### src/rtl/gearbox_pkg.sv
// Shared widths and helpers for the 128-to-24 bit gearbox.
// Optional flush feature is enabled by defining GEARBOX_128TO24_FLUSH_EN.
package gearbox_pkg;

    localparam int IN_W       = 128;
    localparam int OUT_W      = 24;
    localparam int BUF_W      = 144;
    localparam int CNT_W      = 8;
    localparam int RDY_THRESH = 48;

    typedef logic [BUF_W-1:0] buf_t;
    typedef logic [CNT_W-1:0] cnt_t;
    typedef logic [IN_W-1:0]  in_word_t;
    typedef logic [OUT_W-1:0] out_word_t;

    // Keeps the top n bits of an output word and zeroes the remainder.
    function automatic out_word_t head_mask(input cnt_t n);
        return ~({OUT_W{1'b1}} >> n);
    endfunction

endpackage

### src/rtl/gearbox_ins_shift.sv
// Merges a 128-bit input word into the MSB-aligned buffer directly below
// the residual bits already held there.
module gearbox_ins_shift
    import gearbox_pkg::*;
(
    input  logic [BUF_W-1:0] i_buf,
    input  logic [CNT_W-1:0] i_residual,
    input  logic [IN_W-1:0]  i_datain,
    output logic [BUF_W-1:0] o_merged
);

    logic [BUF_W-1:0] w_keep;
    logic [BUF_W-1:0] w_ins;

    // Residual is at most 16 when a word is accepted, so the word always fits.
    assign w_keep   = ~({BUF_W{1'b1}} >> i_residual);
    assign w_ins    = {i_datain, {(BUF_W-IN_W){1'b0}}} >> i_residual;
    assign o_merged = (i_buf & w_keep) | w_ins;

endmodule

### src/rtl/gearbox_128to24.sv
// 128-bit to 24-bit width converter, MSB first, with ready-based input flow control.
// Define GEARBOX_128TO24_FLUSH_EN to add the flush port (pad and emit partial residue).
module gearbox_128to24
    import gearbox_pkg::*;
(
    input  logic             clk,
    input  logic             rstn,
    input  logic             validin,
    input  logic [IN_W-1:0]  datain,
`ifdef GEARBOX_128TO24_FLUSH_EN
    input  logic             flush,
`endif
    output logic             ready,
    output logic             validout,
    output logic [OUT_W-1:0] dataout
);

    buf_t      r_buf;
    cnt_t      r_cnt;

    logic      w_emit;
    logic      w_accept;
    logic      w_flush;
    buf_t      w_buf_shift;
    buf_t      w_buf_merged;
    buf_t      w_buf_next;
    cnt_t      w_residual;
    cnt_t      w_cnt_next;
    logic      w_valid_next;
    out_word_t w_data_next;

    assign w_emit      = (r_cnt >= cnt_t'(OUT_W));
    assign w_accept    = validin && ready;
    assign w_buf_shift = w_emit ? (r_buf << OUT_W) : r_buf;
    assign w_residual  = w_emit ? (r_cnt - cnt_t'(OUT_W)) : r_cnt;

`ifdef GEARBOX_128TO24_FLUSH_EN
    assign w_flush = flush && !w_accept && (r_cnt != '0) && (r_cnt < cnt_t'(OUT_W));
`else
    assign w_flush = 1'b0;
`endif

    gearbox_ins_shift u_ins_shift (
        .i_buf      (w_buf_shift),
        .i_residual (w_residual),
        .i_datain   (datain),
        .o_merged   (w_buf_merged)
    );

    always_comb begin
        // NOTE: every output gets a default first so no path leaves it unassigned (no latch).
        w_valid_next = w_emit;
        w_data_next  = dataout;
        w_buf_next   = w_buf_shift;
        w_cnt_next   = w_residual;
        if (w_emit) begin
            w_data_next = r_buf[BUF_W-1 -: OUT_W];
        end
        if (w_accept) begin
            w_buf_next = w_buf_merged;
            w_cnt_next = w_residual + cnt_t'(IN_W);
        end else if (w_flush) begin
            w_valid_next = 1'b1;
            w_data_next  = r_buf[BUF_W-1 -: OUT_W] & head_mask(r_cnt);
            w_buf_next   = '0;
            w_cnt_next   = '0;
        end
    end

    // Ready looks at the next count so an accepted word always fits (residual + 128 <= 144).
    always_ff @(posedge clk or negedge rstn) begin
        // NOTE: state uses non-blocking assignments so all registers update from pre-edge values.
        if (!rstn) begin
            r_buf    <= '0;
            r_cnt    <= '0;
            ready    <= 1'b0;
            validout <= 1'b0;
            dataout  <= '0;
        end else begin
            r_buf    <= w_buf_next;
            r_cnt    <= w_cnt_next;
            ready    <= (w_cnt_next < cnt_t'(RDY_THRESH));
            validout <= w_valid_next;
            dataout  <= w_data_next;
        end
    end

endmodule

### config.mk
export PLATFORM = sky130hd
export DESIGN_NAME = gearbox_128to24
export DESIGN_NICKNAME = d
export VERILOG_FILES = /design/src/rtl/gearbox_pkg.sv /design/src/rtl/gearbox_ins_shift.sv /design/src/rtl/gearbox_128to24.sv
export SDC_FILE = /design/constraint.sdc
export NUM_CORES = 1
export LEC_CHECK = 0
export CAP_MARGIN = 10
export CORE_UTILIZATION = 40
export DETAILED_ROUTE_END_ITERATION = 8
export PLACE_DENSITY = 0.64
export RECOVER_POWER = 100
export SKIP_LAST_GASP = 1
export SYNTH_ARGS = -nofsm -noshare
export SYNTH_HDL_FRONTEND = slang
export SYNTH_SLANG_ARGS = --single-unit
### constraint.sdc
create_clock -name clk -period 6.6 [get_ports clk]
set_input_delay 0.99 -clock clk [delete_from_list [all_inputs] [get_ports clk]]
set_output_delay 0.99 -clock clk [all_outputs]
set_load 0.01 [all_outputs]
# Yosys cells after proc, flatten, opt, wreduce, memory -nomap -nowiden
# Cells that the tools add are included.
# Widths: inputs -> output; s select.
dict set report totals {
  out_inout_bits 26
  ramBits 0
  latch_bits 0
  in_bits 131
  memories 0
  regBits 178
  elab_cells 19
  romBits 0
}
dict set report classes {
  reduce_logical 1
  bitwise 3
  div 0
  eq_ne 0
  shift 2
  muxes 4
  order_cmp 2
  addsub 2
  multipliers 0
}
# cell count
set ops {}
lappend ops {{$mux 144} 2}
lappend ops {{$and 144x144->144} 1}
lappend ops {{$not 144->144} 1}
lappend ops {{$or 144x144->144} 1}
lappend ops {{$shr 144x8->144} 1}
lappend ops {{$shr 144x8->144 const A} 1}
lappend ops {{$mux 8} 2}
lappend ops {{$add 8x8->8 const B} 1}
lappend ops {{$ge 8x5->1 const B} 1}
lappend ops {{$lt 8x6->1 const B} 1}
lappend ops {{$sub 8x5->8 const B} 1}
lappend ops {{$logic_and 1x1->1} 1}

# Depth between registers and ports, before layout
dict set report depth {
  depth_word 7
  mapped_depth 13
  mapped_depth_nobuf 10
}

# Cells and area by module
# From an unflattened synthesis, not the netlist that was laid out.
dict set report hier_totals {
  hier_cells 2218
  area_unflattened_um2 21494.4
}
# mod n_inst area_each_um2 cells_per_inst seq_area_each_um2
set modules_own_cells {}
lappend modules_own_cells {gearbox_ins_shift 1 12889.9 1622 0.0}
lappend modules_own_cells {gearbox_128to24 1 8604.5 596 4379.2}

# Worst setup path after synthesis
# OpenSTA, ideal clock, no wires.
dict set report synth_path {
  kind {reg2reg}
  start {register r_cnt[3]}
  end {register r_buf[3]}
  path_stages_with_launch 12
  t_arrival_ns 2.902
  setup_slack_ns 3.566
  required_ns 6.468
  setup_ns 0.132
  path_cell_list {dfrtp_1 ha_1 clkbuf_1 nor4_2 mux2_2 buf_2 buf_2 buf_2 mux2i_1 mux2i_1 a221oi_1 o21ai_0}
}
dict set report synth_via {
  elab_chain_cells 7
  word_cells_on_any_way 10
}
# item line_no
set synth_rtl {}
lappend synth_rtl {{start, declared} gearbox_128to24.sv:19} ;# cnt_t r_cnt;
lappend synth_rtl {{start signal, assigned} gearbox_128to24.sv:81} ;# r_cnt <= w_cnt_next;
lappend synth_rtl {{$sub 8x5->8 / $ge 8x5->1 (equally long branches)} {gearbox_128to24.sv:35, gearbox_128to24.sv:32}}
lappend synth_rtl {{$mux 8} gearbox_128to24.sv:35} ;# assign w_residual = w_emit ? (r_cnt - cnt_t'(OUT_W)) : r_cnt;
lappend synth_rtl {{$shr 144x8->144} gearbox_ins_shift.sv:16} ;# assign w_keep = ~({BUF_W{1'b1}} >> i_residual);
lappend synth_rtl {{$not 144->144} gearbox_ins_shift.sv:16}
lappend synth_rtl {{$and 144x144->144} gearbox_ins_shift.sv:18} ;# assign o_merged = (i_buf & w_keep) | w_ins;
lappend synth_rtl {{$or 144x144->144} gearbox_ins_shift.sv:18}
lappend synth_rtl {{$mux 144 (*)} gearbox_128to24.sv:59} ;# if (w_accept) begin
lappend synth_rtl {{via w_buf_next[3]} gearbox_128to24.sv:26} ;# buf_t w_buf_next;
lappend synth_rtl {{end signal, assigned} gearbox_128to24.sv:80} ;# r_buf <= w_buf_next;
lappend synth_rtl {{end, declared} gearbox_128to24.sv:18} ;# buf_t r_buf;
# Mark *: on every way through the listed nets, which the timed path passes. The rest lies on a longest branch.
# A chain may end at the register's enable or synchronous reset.

# Worst setup path in the final report
dict set report layout_path {
  start {register r_cnt[3]}
  end {register r_buf[5]}
}
# Same word-level chain as after synthesis.

==> results.toml <==
[setup_path]
start_kind = "register"
cp.arrival_ns = 6.25
end_kind = "register"
crit_fanout = 142
crit_required_ns = 6.89
rrSetupSlack_ns = 0.65
r2r_start = "r_cnt[3]$_DFF_PN0_"
rr_worst_depth = 9
worst_r2r_endpoint = "r_buf[5]$_DFF_PN0_"
path_class = "reg -> reg"

[clock_network]
tritoncts = "yes"
cts.sinks = 175
cts_root_buf = "clkbuf_16"
path_clk_slew_ns = 0.08
cts_setup_buffers = 0
clockBufferDepth = 2
cts_buffers = 17
cts_resized = 0
ctsHtreeMaxLevel = 4
clock_latency_ns = 0.45
hold_buffers = 0

[global_route]
grt_pass1_vias = 13600
grt_pass1_wl_mm = 92.2
grt_use_total = 0.354
antenna_found_initial = 1
grt_max_degree = 143
grt.overflow.total = 0

[sta]
hold_viol_final = 0
rsz0062_at_grt = "false"
post-route-period-util = 0.902
period_minus_slack_ns = 5.95
finClkSkew_ns = 0.0185
setup_viol = 0
finalMaxSlewViolations = 452
finalSetupTns_ns = 0
tightest_slew_ns = 3.67
maxSlewHeadroom = -1.45
maxClockFrequency_mhz = 168

[min_path]
hold_path_end = "dataout[14]$_DFFE_PN0N_"
hp-class = "reg -> reg"
min_from = "dataout[14]$_DFFE_PN0N_"
hold_depth = 2

[logic_synthesis]
synth_top_area_frac = 0.320
synth_area_leader_cell = "dfrtp_1"
yosysWarnings = 0
syn_area_sq_mm = 0.0137
synth_area_leaders = "dfrtp_1, mux2i_1, nand2_1"
ys.flop_type = "dfrtp_1"
synth_seq_cells = 175
syn_nets = 1826
synth-edff-count = 0
postSynthCellCount = 1694
synth_cell_types = 57
synthArstFlopShare = 1.00
synth-seq-area-share = 0.320
post_synth.cell_area_avg_sq_um = 8.09

[layout]
syn2layout_area_growth_pct = 17.3
stdcell_count = 2201
final_net_count = 1872
finish.utilization = 0.478
layout_common_cells = "mux2i_1, nand2_1, nor2_1, dfrtp_1, a21oi_1"
post_route_cells_drive_above_1_share = 0.0588
final_common_cell = "mux2i_1"
num_antenna_cells = 0

[routing]
route.detailed.wl_per_inst_um = 28.6
firstDrtPassIters = 6
drtIter0Drc = 2016
wl_mm = 63.1
dr_total_vias = 14600
viasPerCell = 6.65
route.detailed.drc = 0
detail-route-antenna-nets = 0

[placement]
dp_hpwl_mm = 45.6
place.gp.congestion = 1.01
numPortBuffers = 156
place_inst = 2169

[die]
die_height_um = 187
core_area_sq_mm = 0.0336
io_pins = 157
die_w_um = 187
dieArea_sq_mm = 0.0350
row_count = 67
start_util = 0.407

[run_status]
violations = "capacitance limit, slew limit"
status = "finished, violations left"

[run]
max_cap_violations = 8
## metrics by stage
step | setup slack [ns] | area (sq um) | hold slack [ns]
finish | 0.646 | 16100 | 0.458
global route | 0.430 | 16100 | 0.483
detailed placement | 1.33 | 15500 | 0.455
floorplan | 3.57 | 13700 | 0.438
CTS | 1.30 | 16100 | 0.471
global placement | 1.41 | 15500 | 0.452
## routing by layer
metal | GRT usage | share of wire
met1 | 0.499 | 0.42
met2 | 0.503 | 0.42
met3 | 0.0812 | 0.11
met4 | 0.181 | 0.055
met5 | 0 | 0
## state kept, by name, summed over array words and instances (netlist names)
signal / count
r_buf: 144
ready: 1
validout: 1
r_cnt: 5
dataout: 24
## how the worst max path moves through the flow
stage                       startpoint              endpoint  slack (ns)  cells after the start
floorplan           r_cnt[3]$_DFF_PN0_    r_buf[3]$_DFF_PN0_        3.57                     11
global placement    r_cnt[3]$_DFF_PN0_  r_buf[129]$_DFF_PN0_        1.41                     11
detailed placement  r_cnt[3]$_DFF_PN0_  r_buf[134]$_DFF_PN0_        1.33                     11
CTS                 r_cnt[3]$_DFF_PN0_  r_buf[134]$_DFF_PN0_        1.30                     11
global route        r_cnt[3]$_DFF_PN0_   r_buf[79]$_DFF_PN0_        0.43                     10
finish              r_cnt[3]$_DFF_PN0_    r_buf[5]$_DFF_PN0_        0.65                      9
## cells by family after synthesis
kind of cell	after synthesis	synth area share
AOI/OAI and AO/OA	567	0.276
and+or+nand+nor	500	0.150
muxes	272	0.201
buffers and inverters	176	0.0504
DFF	175	0.320
xor gates and xnor gates	3	0.00192
adders and majority gates	1	0.000913
## area by class of cell
| cell class | instances | area, sq um |
|---|---|---|
| tap | 448 | 561 |
| clock buffer | 18 | 439 |
| multi-input combinational | 1343 | 8640 |
| sequential | 175 | 4380 |
| timing repair buffer | 194 | 1810 |
| inverter | 9 | 38.8 |
| fill | 3265 | 17600 |
| clock inverter | 14 | 184 |
## synthesized netlist by cell type, types with 27 or more instances
library cell,instances
nor2_1,178
a21oi_1,146
clkbuf_1,117
o211ai_1,27
o31ai_1,58
dfrtp_1,175
o21ai_0,67
nand2_1,241
o32ai_1,32
mux2i_1,247
o22ai_1,93
## worst max-delay path, stage by stage, from the launching register on
cell      delay, ns
dfrtp_4        0.81
ha_1           0.54
or4_2          0.22
buf_4          0.68
nor3_1         0.18
a21oi_4        0.21
clkbuf_4       1.49
nor2_1         0.55
a221oi_1       0.80
o21ai_0        0.20
Power is not shown: default switching activity piles up to over one toggle a cycle in this logic, so the estimate is an artifact.
